--- config.mk ---
export PLATFORM = sky130hd
export DESIGN_NAME = cla_addsub_pipe
export DESIGN_NICKNAME = d
export VERILOG_FILES = /design/src/rtl/cla_addsub_pipe.sv
export SDC_FILE = /design/constraint.sdc
export NUM_CORES = 1
export LEC_CHECK = 0
export ABC_CLOCK_PERIOD_IN_PS = 8200
export CAP_MARGIN = 10
export CORE_MARGIN = 4
export CORE_UTILIZATION = 54
export CTS_CLUSTER_SIZE = 10
export DETAILED_ROUTE_END_ITERATION = 16
export PLACE_DENSITY_LB_ADDON = 0.15
export SYNTH_ARGS = -nofsm -noshare
export SYNTH_HDL_FRONTEND = slang
export SYNTH_SLANG_ARGS = --single-unit
--- constraint.sdc ---
create_clock -name clk -period 8.2 [get_ports clk]
set_clock_uncertainty 0.05 [all_clocks]
set_input_delay 1.64 -clock clk [delete_from_list [all_inputs] [get_ports clk]]
set_output_delay 1.64 -clock clk [all_outputs]
set_load 0.02 [all_outputs]
--- src/rtl/cla_addsub_pipe.sv ---
// Pipelined carry-lookahead adder/subtractor with valid/ready handshake.
// Groups of GROUP bits use lookahead carries; groups ripple; slices are pipelined.
module cla_addsub_pipe #(
  parameter int WIDTH  = 16,
  parameter int GROUP  = 4,
  parameter int STAGES = 2
) (
  input  logic             clk,
  input  logic             rst,
  input  logic             in_valid,
  output logic             in_ready,
  input  logic [WIDTH-1:0] a,
  input  logic [WIDTH-1:0] b,
  input  logic             cin,
  input  logic             sub,
  output logic             out_valid,
  input  logic             out_ready,
  output logic [WIDTH-1:0] sum,
  output logic             cout,
  output logic             ovf
);

  localparam int SW = WIDTH / STAGES;
  localparam int NG = SW / GROUP;

  // Returns {carry into slice MSB, carry out of slice, slice sum}.
  function automatic logic [SW+1:0] cla_slice(
    input logic [SW-1:0] x,
    input logic [SW-1:0] y,
    input logic          ci
  );
    logic [SW-1:0] g;
    logic [SW-1:0] p;
    logic [SW-1:0] s;
    logic [SW:0]   c;
    logic          t;
    logic          pp;
    g    = x & y;
    p    = x ^ y;
    c    = '0;
    c[0] = ci;
    for (int gi = 0; gi < NG; gi++) begin
      for (int i = 0; i < GROUP; i++) begin
        t  = g[gi*GROUP+i];
        pp = p[gi*GROUP+i];
        for (int j = i - 1; j >= 0; j--) begin
          t  = t | (pp & g[gi*GROUP+j]);
          pp = pp & p[gi*GROUP+j];
        end
        c[gi*GROUP+i+1] = t | (pp & c[gi*GROUP]);
      end
    end
    s = p ^ c[SW-1:0];
    return {c[SW-1], c[SW], s};
  endfunction

  logic             adv;
  logic [WIDTH-1:0] a_q [STAGES];
  logic [WIDTH-1:0] b_q [STAGES];
  logic [WIDTH-1:0] s_q [STAGES];
  logic [WIDTH-1:0] a_d [STAGES];
  logic [WIDTH-1:0] b_d [STAGES];
  logic [WIDTH-1:0] s_d [STAGES];
  logic [STAGES-1:0] v_q;
  logic [STAGES-1:0] v_d;
  logic [STAGES-1:0] c_q;
  logic [STAGES-1:0] c_d;
  logic             ovf_q;
  logic             ovf_d;

  logic [WIDTH-1:0]  ai [STAGES];
  logic [WIDTH-1:0]  bi [STAGES];
  logic [WIDTH-1:0]  si [STAGES];
  logic [STAGES-1:0] vi;
  logic [STAGES-1:0] ci;
  logic [SW+1:0]     r  [STAGES];

  assign adv      = !v_q[STAGES-1] | out_ready;
  assign in_ready = adv;

  // Stage inputs: operand transform for stage 0, previous registers otherwise;
  // each stage then resolves its own slice and forwards the rest.
  always_comb begin
    ai[0] = a;
    bi[0] = sub ? ~b : b;
    ci[0] = sub ? ~cin : cin;
    vi[0] = in_valid;
    si[0] = '0;
    for (int k = 1; k < STAGES; k++) begin
      ai[k] = a_q[k-1];
      bi[k] = b_q[k-1];
      ci[k] = c_q[k-1];
      vi[k] = v_q[k-1];
      si[k] = s_q[k-1];
    end
    for (int k = 0; k < STAGES; k++) begin
      r[k]   = cla_slice(ai[k][k*SW +: SW], bi[k][k*SW +: SW], ci[k]);
      a_d[k] = ai[k];
      b_d[k] = bi[k];
      v_d[k] = vi[k];
      s_d[k] = si[k];
      s_d[k][k*SW +: SW] = r[k][SW-1:0];
      c_d[k] = r[k][SW];
    end
    ovf_d = r[STAGES-1][SW+1] ^ r[STAGES-1][SW];
  end

  // Pipeline registers: clear on reset, shift together when output can move.
  always_ff @(posedge clk) begin
    if (rst) begin
      v_q   <= '0;
      c_q   <= '0;
      ovf_q <= 1'b0;
      for (int k = 0; k < STAGES; k++) begin
        a_q[k] <= '0;
        b_q[k] <= '0;
        s_q[k] <= '0;
      end
    end else if (adv) begin
      v_q   <= v_d;
      c_q   <= c_d;
      ovf_q <= ovf_d;
      for (int k = 0; k < STAGES; k++) begin
        a_q[k] <= a_d[k];
        b_q[k] <= b_d[k];
        s_q[k] <= s_d[k];
      end
    end
  end

  assign out_valid = v_q[STAGES-1];
  assign sum       = s_q[STAGES-1];
  assign cout      = c_q[STAGES-1];
  assign ovf       = ovf_q;

endmodule
After elaboration in Yosys (flattened, before gate mapping)
Memory sizes are Yosys's and may differ from the RTL's. Cells that the tools add are included. Widths: inputs -> output; s select.

Input port bits: 38. Logic and storage cells: 140. Register bits after elaboration: 5. Output and inout bits: 20. RAM bits: 96. Memories kept: 3.

Memory list: a_q (words 2, bits a word 16, rd ports 1, clocked after memory_dff 0, wr ports 2, line 58) `logic [WIDTH-1:0] a_q [STAGES];`; b_q (words 2, bits a word 16, rd ports 1, clocked after memory_dff 0, wr ports 2, line 59) `logic [WIDTH-1:0] b_q [STAGES];`; s_q (words 2, bits a word 16, rd ports 2, clocked after memory_dff 0, wr ports 2, line 60) `logic [WIDTH-1:0] s_q [STAGES];`.

Muxes and demuxes: 13. Reduce and logical (&&, ||, !) cells: 1. Bitwise gates (word level): 120.

Operators with widths (number): $mux 16 (7); $and 1x1->1 (64); $or 1x1->1 (47); $xor 8x8->8 (4); $and 8x8->8 (2); $not 16->16 (1); $mux 1 (6); $logic_not 1->1 (1); $not 1->1 (1); $xor 1x1->1 (1).

Logic depth before layout (Yosys ltp)
Gate-level depths: netlist (run 1).

Word-level depth: 12. Mapped depth: 11. Gate-level depth less buffers: 9.

Least setup slack after synthesis (run 1)
OpenSTA, ideal clock, no wires.

Path kind: input -> register. Start point: input sub. End point: memory s_q[0][5] (data pin). Arrival: 3706 ps. Data required time: 7893 ps. Slack: 4188 ps. Path buffers: 2. Stages on the path: 11. Cell sequence: buf_4 -> buf_2 -> xor2_1 -> ha_1 -> nand3_1 -> o22ai_2 -> o21ai_0 -> nor2b_1 -> fa_1 -> xor2_1 -> nor2_1.

RTL lines: start: declaration (line 15) `input logic sub,`; end: declaration (line 60).

Final worst setup path (run 1)
Start point: input out_ready. End point: output in_ready.

Cells in the longest elaborated chain, start to end: 1.

RTL lines: start: declaration (line 17) `input logic out_ready,`; $or 1x1->1 (line 78) `assign adv = !v_q[STAGES-1] | out_ready;`; end: declaration (line 11) `output logic in_ready,`.

Every way passes these cells.

==> run_results.csv, run 1 <==
group,metric,value,unit
logic_synthesis,syn_area_per_cell,11.3,µm²
grt,antenna_found_initial,0,
logic_synthesis,yosysTopAreaCell,"edfxtp_1",
placement,gp_congestion,0.896,
die,ios,58,
cells_and_area,fillCellCount,322,
routing,post_drt_wl_per_cell,14.6,µm
sta,tightest_slew,1.05,ns
power_and_ir_drop,total_power,0.573,mW
flow_run,maxCapViolCount,0,
placement,dpl_cell_area,0.00318,mm²
cells_and_area,multi_input_area,0.00118,mm²
routing,ant_nets,0,
sta,final.setup.tns,0,ns
setup_path,cp_max_fo,8,
cells_and_area,final_util,72.8,%
sta,rsz0062_at_grt,"false",
logic_synthesis,yosys.area_share.simple,14.8,%
sta,layout_setup_ws,3.26,ns
clock_network,postCtsHoldBufs,0,
die,die_w,77.0,µm
logic_synthesis,async_reset_ff_share,0,%
logic_synthesis,syn_inst,227,
logic_synthesis,synth_xor_area_share,7.88,%
clock_network,cts_root_buffer,"clkbuf_8",
logic_synthesis,synth_top_family_by_area,"simple AND/OR/NAND/NOR gates",
routing,vias_per_cell,5.45,
logic_synthesis,ys_seq_elements,45,
cells_and_area,fin_area,0.00326,mm²
cells_and_area,layout.area.seq,0.00130,mm²
power_and_ir_drop,p_per_area,176,mW/mm²
logic_synthesis,synthFlopType,"edfxtp_1",
grt,grt-ovfl-total,0,
routing,drt_iter0_markers,121,
routing,drtPass1Iterations,4,
logic_synthesis,yosysWarnings,0,
setup_path,r2r_start,"v_q[1]",
setup_path,end_kind,"primary output",
setup_path,worst-setup-path-type,"input port to primary output",
logic_synthesis,yosysSeqAreaShare,50.6,%
cells_and_area,final_cell_mix,"clkdlybuf4s50_1 (57), edfxtp_1 (40), nor2_1 (30)",
setup_path,cp.required,6.51,ns
setup_path,crit_arrival,3.25,ns
logic_synthesis,syn_nets,285,
routing,routed_wl,4910,µm
die,rows,24,
cells_and_area,final_cell_count_no_fill,337,
placement,place_ws,3.12,ns
sta,max_freq,202,MHz
clock_network,cts_resized,0,
logic_synthesis,syn_area,0.00257,mm²
worst_hold_path,hold_path_startpoint,"v_q[0]",
setup_path,cp-start-kind,"input port",
sta,relSlewSlack,29.5,%
sta,hold_violations,0,
clock_network,cts-buffers-inserted,5,
sta,min_period,4.94,ns
logic_synthesis,synth_fa_ha_area_share,10.9,%
sta,whs,0.418,ns
clock_network,path_clk_slew,0.07,ns
die,initial_utilization,57.5,%
grt,grtUsageTotal,17.4,%
logic_synthesis,synth_top_area_share,46.7,%
sta,setup_viol,0,
logic_synthesis,synth_edf_count,40,
outcome,status,"completed",
power_and_ir_drop,peakVddDrop,0.0931,mV
cells_and_area,syn2layout_area_growth,26.8,%
placement,dp_hpwl,3680,µm
logic_synthesis,synthTopCellsByArea,"edfxtp_1 (47%), ha_1 (7.8%), nor2_1 (4.4%)",
grt,grt_max_degree,41,
logic_synthesis,synth_cell_types,46,
routing,drc,0,
die,core-area,0.00447,mm²
clock_network,clock_path_buffers,2,
routing,vias,1838,
cells_and_area,layout_commonest_cell,"clkdlybuf4s50_1",
worst_hold_path,hold_path.class,"register to register",
cells_and_area,nets,342,
logic_synthesis,synth_compound_area_share,11.8,%
clock_network,cts.htree.levels,2,
sta,drv_slew,0,
clock_network,clock-sinks,45,
logic_synthesis,synthMuxAreaShare,0.389,%
setup_path,startpoint,"out_ready",
grt,grt_pass1_wl,8300,µm
placement,dp.cells,329,
cells_and_area,antennaDiodeCount,0,
placement,port_buffers,57,
clock_network,cts_tree,"done",
cells_and_area,final_layout_size_suffix_gt1_share,5.61,%
die,die_area,0.00593,mm²
clock_network,cts_post_setup_buffers_inserted,0,
die,die_h,77.0,µm
grt,grt_pass1_vias,1809,
sta,post-route-period-util,60.3,%
clock_network,clock_latency,0.30,ns
power_and_ir_drop,p_leak,1.33,nW
logic make-up after synthesis:
family / count (synthesis)
AO/OA/AOI/OAI: 41
XOR/XNOR: 21
adder cells (fa/ha/maj): 20
buffers and inverters: 22
flip-flops: 45
multiplexers: 1
AND/OR/NAND/NOR: 77
final timing paths:
kind / slack [ns] / depth (start not counted) / endpoint
max: 3.26 / 4 / in_ready
min: 0.42 / 2 / v_q[0]
max reg2reg: 6.01 / 5 / s_q[0][7]
min reg2reg: 0.42 / 2 / v_q[0]
cells in the mapped netlist, types with 4 or more instances:
library cell / n
nand2b_1: 4
buf_2: 4
inv_1: 13
ha_1: 16
edfxtp_1: 40
a21oi_1: 8
xor2_1: 11
and2_1: 17
dfxtp_1: 5
nand3_1: 5
nor2_1: 30
o21ai_0: 6
o211ai_1: 4
fa_1: 4
nand2_1: 9
xnor2_1: 9
sequential cells by signal, indices dropped and copies added, names as in the netlist:
signal / cells
ovf: 1
c_q: 2
v_q: 2
a_q: 8
s_q: 24
b_q: 8
metal layers:
layer	global-route usage [%]	vias up	wire, µm
met5	0	-	0
met3	3.51	12	207
met4	6.58	0	97
met1	20.6	847	1970
met2	31.0	57	2630
li1	-	922	-
final cells by class:
class | count | area share, %
Clock buffer | 5 | 2.11
Clock inverter | 3 | 0.384
Inverter | 14 | 1.61
Multi-Input combinational cell | 160 | 36.2
Sequential cell | 45 | 39.9
Tap cell | 52 | 2.00
Timing Repair Buffer | 58 | 17.7
power by group:
group / switching (mW) / leakage (nW) / total (mW) / internal, mW
logic: 0.0796 / 0.786 / 0.156 / 0.0760
registers: 0.00873 / 0.505 / 0.289 / 0.280
clock network: 0.0715 / 0.0430 / 0.129 / 0.0574
total: 0.160 / 1.33 / 0.573 / 0.413
worst max-delay path, stage by stage:
cell             delay, ns
clkdlybuf4s50_1       0.40
nor2b_1               0.48
inv_2                 0.16
clkdlybuf4s50_1       0.58
(Power assumes the default switching activity.)
==> run 2: changes to the inputs <==
--- a/config.mk
+++ b/config.mk
@@ -5,10 +5,10 @@
 export SDC_FILE = /design/constraint.sdc
 export NUM_CORES = 1
 export LEC_CHECK = 0
-export ABC_CLOCK_PERIOD_IN_PS = 8200
+export ABC_CLOCK_PERIOD_IN_PS = 4500
 export CAP_MARGIN = 10
 export CORE_MARGIN = 4
-export CORE_UTILIZATION = 54
+export CORE_UTILIZATION = 46
 export CTS_CLUSTER_SIZE = 10
 export DETAILED_ROUTE_END_ITERATION = 16
 export PLACE_DENSITY_LB_ADDON = 0.15
==> constraint.sdc (replaced) <==
create_clock -name clk -period 4.5 [get_ports clk]
set_clock_uncertainty 0.05 [all_clocks]
set_input_delay 0.9 -clock clk [delete_from_list [all_inputs] [get_ports clk]]
set_output_delay 0.9 -clock clk [all_outputs]
set_load 0.02 [all_outputs]
==> run 2 against run 1 <==
Against the previous run:
- worst setup slack got worse by 2.4 ns
- wire length grew 4.8%
- clock power increased to 2.8 times the previous value
- final area up 2.8%
- total power up 100%
- final cell count grew 5.9%
- critical path depth rose by 6
- via count increased by 2.4%
- sequential power grew 82%
- sequential cell count is the same
==> run_results.csv, run 2 (synthesis results as in run 1) <==
group,metric,value,unit
clock_network,clock-sinks,45,
worst_hold_path,min_to,"v_q[0]",
grt,grt_pass1_vias,1825,
cells_and_area,antennaDiodeCount,0,
cells_and_area,top_register,"s_q",
placement,port_buffers,57,
clock_network,cts_post_setup_buffers_inserted,0,
sta,layout_setup_ws,0.821,ns
routing,vias_per_cell,5.27,
die,initial_utilization,48.8,%
sta,final.setup.tns,0,ns
worst_hold_path,hold_path.class,"register to register",
clock_network,path_clk_slew,0.08,ns
cells_and_area,syn2layout_area_growth,30.3,%
clock_network,clock_latency,0.30,ns
clock_network,cts_tree,"done",
power_and_ir_drop,peakVddDrop,0.182,mV
setup_path,max_stage_delay,0.73,ns
setup_path,end_kind,"register",
sta,drv_slew,0,
power_and_ir_drop,total_power,1.17,mW
routing,drtPass1Iterations,4,
routing,drt_iter0_markers,77,
setup_path,r2r-end,"s_q[0][29]",
placement,gp_congestion,0.852,
clock_network,cts_root_buffer,"clkbuf_8",
cells_and_area,final_cell_count_no_fill,357,
setup_path,rr_worst_depth,6,
cells_and_area,nets,344,
grt,antenna_found_initial,0,
die,die_w,82.8,µm
die,die_h,82.8,µm
sta,max_freq,272,MHz
grt,grt_pass1_wl,8230,µm
grt,grt-ovfl-total,0,
placement,dp_hpwl,3770,µm
die,core-area,0.00527,mm²
setup_path,path_buf_inv,1,
routing,vias,1883,
setup_path,cp-start-kind,"input port",
cells_and_area,final_cell_mix,"clkdlybuf4s50_1 (57), edfxtp_1 (40), nor2_1 (30)",
placement,place_ws,0.518,ns
sta,hold_violations,0,
power_and_ir_drop,p_leak,1.37,nW
clock_network,clock_path_buffers,2,
grt,grt_max_degree,41,
worst_hold_path,hold-path-cell-count,2,
sta,min_period,3.68,ns
setup_path,worst-setup-path-type,"input port to register",
setup_path,worstPathCellList,"clkdlybuf4s50_1 -> xor2_1 -> ha_1 -> nand3_1 -> o22ai_2 -> o21ai_0 -> nor2b_1 -> fa_1 -> xor2_1 -> nor2_1",
setup_path,r2r_start,"a_q[0][8]",
flow_run,maxCapViolCount,0,
sta,setup_viol,0,
clock_network,postCtsHoldBufs,0,
cells_and_area,largest_reg_flops,24,
setup_path,cp_max_fo,9,
die,die_area,0.00685,mm²
placement,dp.cells,349,
cells_and_area,layout_commonest_cell,"clkdlybuf4s50_1",
clock_network,cts_resized,0,
die,ios,58,
grt,grtUsageTotal,16.0,%
sta,tightest_slew,0.999,ns
outcome,status,"completed",
routing,post_drt_wl_per_cell,14.4,µm
setup_path,path_delay_family,"adder cells",
clock_network,cts.htree.levels,2,
cells_and_area,largest_registers,"s_q: 24 flops, a_q: 8 flops, b_q: 8 flops",
clock_network,cts-buffers-inserted,5,
sta,post-route-period-util,81.8,%
routing,drc,0,
sta,relSlewSlack,33.4,%
setup_path,ff2ff_setup_slack,2.40,ns
cells_and_area,final_layout_size_suffix_gt1_share,6.97,%
setup_path,slowest_stage,"clkdlybuf4s50_1",
setup_path,crit_arrival,3.65,ns
routing,ant_nets,0,
worst_hold_path,hold_path_startpoint,"v_q[0]",
power_and_ir_drop,p_per_area,349,mW/mm²
setup_path,crit_top_cell,"xor2_1",
sta,rsz0062_at_grt,"false",
routing,routed_wl,5140,µm
setup_path,cp.required,4.47,ns
die,rows,26,
-- run 2: cell count changes in the layout (fill, tap and decap cells not counted) --
cell       change
buf_4          +2
clkinv_1       -2
bufinv_16      +2
-- run 2: tightest hold or removal path, cell delays in order, from the launching register on --
cell and delay, ns:
dfxtp_1 0.32, nand2_1 0.05, a21oi_1 0.05
-- run 2: area by class of cell --
cell class                 instances  area [µm²]
clock buffer                       5        68.8
tap                               70        87.6
sequential                        45        1300
fill                             444        1920
multi-input combinational        160        1180
timing repair buffer              60         593
inverter                          14        52.6
clock inverter                     3        65.1
-- run 2: per-stage QoR --
step | area [µm²] | util, % | hold slack, ns
final | 3350 | 63.6 | 0.419
after floorplan | 2570 | - | 0.382
after global routing | 3350 | 63.6 | 0.447
after detailed placement | 3220 | 61.0 | 0.407
after global placement | 3220 | 61.0 | 0.390
after CTS | 3350 | 63.6 | 0.421
-- run 2: report_power, final --
group / internal, mW / switching, mW
logic: 0.139 / 0.145
registers: 0.510 / 0.0166
clock network: 0.221 / 0.136
-- run 2: how the worst max path moves through the flow --
stage	startpoint	to	slack (ns)	depth (start not counted)
6_report	sub	s_q[0][5]	0.82	10
5_1_grt	sub	s_q[0][5]	0.63	10
4_1_cts	sub	s_q[0][5]	0.83	10
3_5_place_dp	sub	s_q[0][5]	0.52	10
3_3_place_gp	sub	s_q[0][5]	0.61	10
2_1_floorplan	sub	s_q[0][5]	1.23	11
-- run 2: routing by layer --
| metal | GRT usage [%] | share of wire [%] |
|---|---|---|
| met1 | 19.0 | 41 |
| met2 | 28.0 | 51 |
| met3 | 3.69 | 5.3 |
| met4 | 5.88 | 2.1 |
| met5 | 0 | 0 |
==> run 3: changes to the inputs <==
--- a/config.mk
+++ b/config.mk
@@ -5,10 +5,10 @@
 export SDC_FILE = /design/constraint.sdc
 export NUM_CORES = 1
 export LEC_CHECK = 0
-export ABC_CLOCK_PERIOD_IN_PS = 4500
+export ABC_CLOCK_PERIOD_IN_PS = 3510
 export CAP_MARGIN = 10
 export CORE_MARGIN = 4
-export CORE_UTILIZATION = 46
+export CORE_UTILIZATION = 50
 export CTS_CLUSTER_SIZE = 10
 export DETAILED_ROUTE_END_ITERATION = 16
 export PLACE_DENSITY_LB_ADDON = 0.15
==> constraint.sdc (replaced) <==
create_clock -name clk -period 3.51 [get_ports clk]
set_clock_uncertainty 0.05 [all_clocks]
set_input_delay 0.702 -clock clk [delete_from_list [all_inputs] [get_ports clk]]
set_output_delay 0.702 -clock clk [all_outputs]
set_load 0.02 [all_outputs]
==> run 3 against run 2 <==
Against the previous run:
- sequential cell count did not move
- first-iteration DRC count rose by 36%
- largest cell class unchanged
- largest power group unchanged
- core utilization rose by 5.8 points
- final cell count rose by 0.28%
- die area fell by 7.2%
- sequential power rose by 28%
- sequential share of layout area fell by 0.13 points
- register-to-register slack got worse by 0.99 ns
- final area rose by 0.34%
- wire length fell by 1.3%
==> run_results.csv, run 3 (synthesis results as in run 1) <==
group,metric,value,unit
outcome,status,"completed",
grt,grt_use_met2,30.1,%
grt,grt_pass1_wl,8550,µm
sta,setup_viol,0,
power_and_ir_drop,p_leak,1.38,nW
setup_path,r2r-end,"s_q[0][29]",
clock_network,cts_resized,0,
sta,drv_slew,0,
clock_network,cts_tree,"done",
clock_network,cts_post_setup_buffers_inserted,0,
setup_path,cp-start-kind,"input port",
die,core-area,0.00485,mm²
setup_path,end_kind,"register",
clock_network,cts_root_buffer,"clkbuf_8",
cells_and_area,multi_input_area,0.00118,mm²
routing,routed_wl,5080,µm
sta,max_freq,339,MHz
sta,relSlewSlack,70.5,%
setup_path,rr_worst_depth,6,
grt,grt_max_degree,26,
die,initial_utilization,53.0,%
die,ios,58,
clock_network,clock-sinks,45,
worst_hold_path,hold_path.class,"register to register",
routing,post_drt_wl_per_cell,14.2,µm
placement,gp_congestion,0.854,
die,die_area,0.00635,mm²
sta,post-route-period-util,84.1,%
cells_and_area,largest_registers,"s_q: 24 flops, a_q: 8 flops, b_q: 8 flops",
sta,final.setup.tns,0,ns
cells_and_area,layout_commonest_cell,"clkdlybuf4s50_1",
sta,whs,0.418,ns
grt,grt-ovfl-total,0,
cells_and_area,nets,348,
clock_network,path_clk_slew,0.08,ns
cells_and_area,final_cell_mix,"clkdlybuf4s50_1 (57), edfxtp_1 (40), nor2_1 (30)",
cells_and_area,final_layout_size_suffix_gt1_share,7.56,%
clock_network,cts-buffers-inserted,5,
sta,rsz0062_at_grt,"false",
grt,grtUsageTotal,17.4,%
power_and_ir_drop,peakVddDrop,0.222,mV
routing,drtPass1Iterations,4,
worst_hold_path,hold_path_startpoint,"v_q[0]",
cells_and_area,fillCellCount,377,
setup_path,worst-setup-path-type,"input port to register",
cells_and_area,antennaDiodeCount,0,
sta,hold_violations,0,
routing,vias_per_cell,5.28,
flow_run,maxCapViolCount,0,
clock_network,cts.htree.levels,2,
cells_and_area,final_util,69.3,%
grt,antenna_found_initial,0,
cells_and_area,largest_reg_flops,24,
cells_and_area,syn2layout_area_growth,30.7,%
placement,port_buffers,57,
clock_network,clock_path_buffers,2,
die,die_w,79.7,µm
clock_network,postCtsHoldBufs,0,
routing,ant_nets,0,
sta,min_period,2.95,ns
worst_hold_path,min_to,"v_q[0]",
die,rows,25,
die,die_h,79.7,µm
clock_network,clock_latency,0.29,ns
routing,drt_iter0_markers,105,
setup_path,cp.required,3.51,ns
cells_and_area,top_register,"s_q",
setup_path,r2r_start,"a_q[0][8]",
grt,grt_pass1_vias,1862,
cells_and_area,layout.area.seq,0.00130,mm²
sta,tightest_slew,0.438,ns
placement,dp_hpwl,3820,µm
setup_path,ff2ff_setup_slack,1.41,ns
routing,drc,0,
grt,grt-busiest-layer,"met2",
routing,vias,1890,
setup_path,crit_arrival,2.95,ns
grt,met1_usage,21.8,%
setup_path,cp_max_fo,5,
grt,use_met3,2.93,%
power_and_ir_drop,p_per_area,424,mW/mm²
worst_hold_path,hold-path-cell-count,2,
## run 3: cell types whose count changed in the layout (fill, tap and decap cells not counted), sizes merged
cell and delta:
clkbuf +1, bufinv -1, buf +4
## run 3: final cells by class
cell class              count  area share [%]
flip-flops and latches     45            38.7
inverters                  14            1.56
well taps                  67            2.49
clock buffers               6            2.16
repair buffers             64            18.9
clock inverters             2            1.01
multi-input cells         160            35.1
## run 3: worst max-delay path by stage
| stage | start | to | slack (ns) | cells after the start |
|---|---|---|---|---|
| floorplan | sub | s_q[0][5] | 0.44 | 11 |
| global placement | sub | s_q[0][5] | 0.29 | 10 |
| detailed placement | sub | s_q[0][5] | 0.23 | 10 |
| CTS | sub | s_q[0][5] | 0.55 | 10 |
| global route | sub | s_q[0][5] | 0.39 | 10 |
| finish | sub | s_q[0][5] | 0.56 | 10 |
## run 3: layer usage
metal | vias to the layer above | wire length [µm]
met4 | 0 | 68
met3 | 6 | 241
met5 | - | 0
met2 | 55 | 2590
met1 | 888 | 2180
li1 | 941 | -
## run 3: worst max-delay path: stages
cell and delay, ns:
clkdlybuf4s50_1 0.54, xor2_1 0.22, ha_1 0.36, nand3_1 0.11, o22ai_2 0.16, o21ai_0 0.10
nor2b_1 0.16, fa_1 0.41, xor2_1 0.14, nor2_1 0.05
## run 3: power by group
group          internal, mW  switching [mW]  leakage, nW
logic                 0.184           0.189        0.822
clock network         0.210           0.167       0.0528
registers             0.653          0.0205        0.505
total                  1.05           0.377         1.38
## run 3: metrics by stage
stage | std cells | total power, mW | worst slack [ns] | area (µm²)
after CTS | 358 | 1.43 | 0.546 | 3360
after floorplan | 227 | 0.911 | 0.436 | 2570
after detailed placement | 350 | 1.06 | 0.235 | 3250
after global routing | 358 | 1.50 | 0.387 | 3360
after global placement | 350 | 1.05 | 0.290 | 3250
final | 358 | 1.42 | 0.557 | 3360
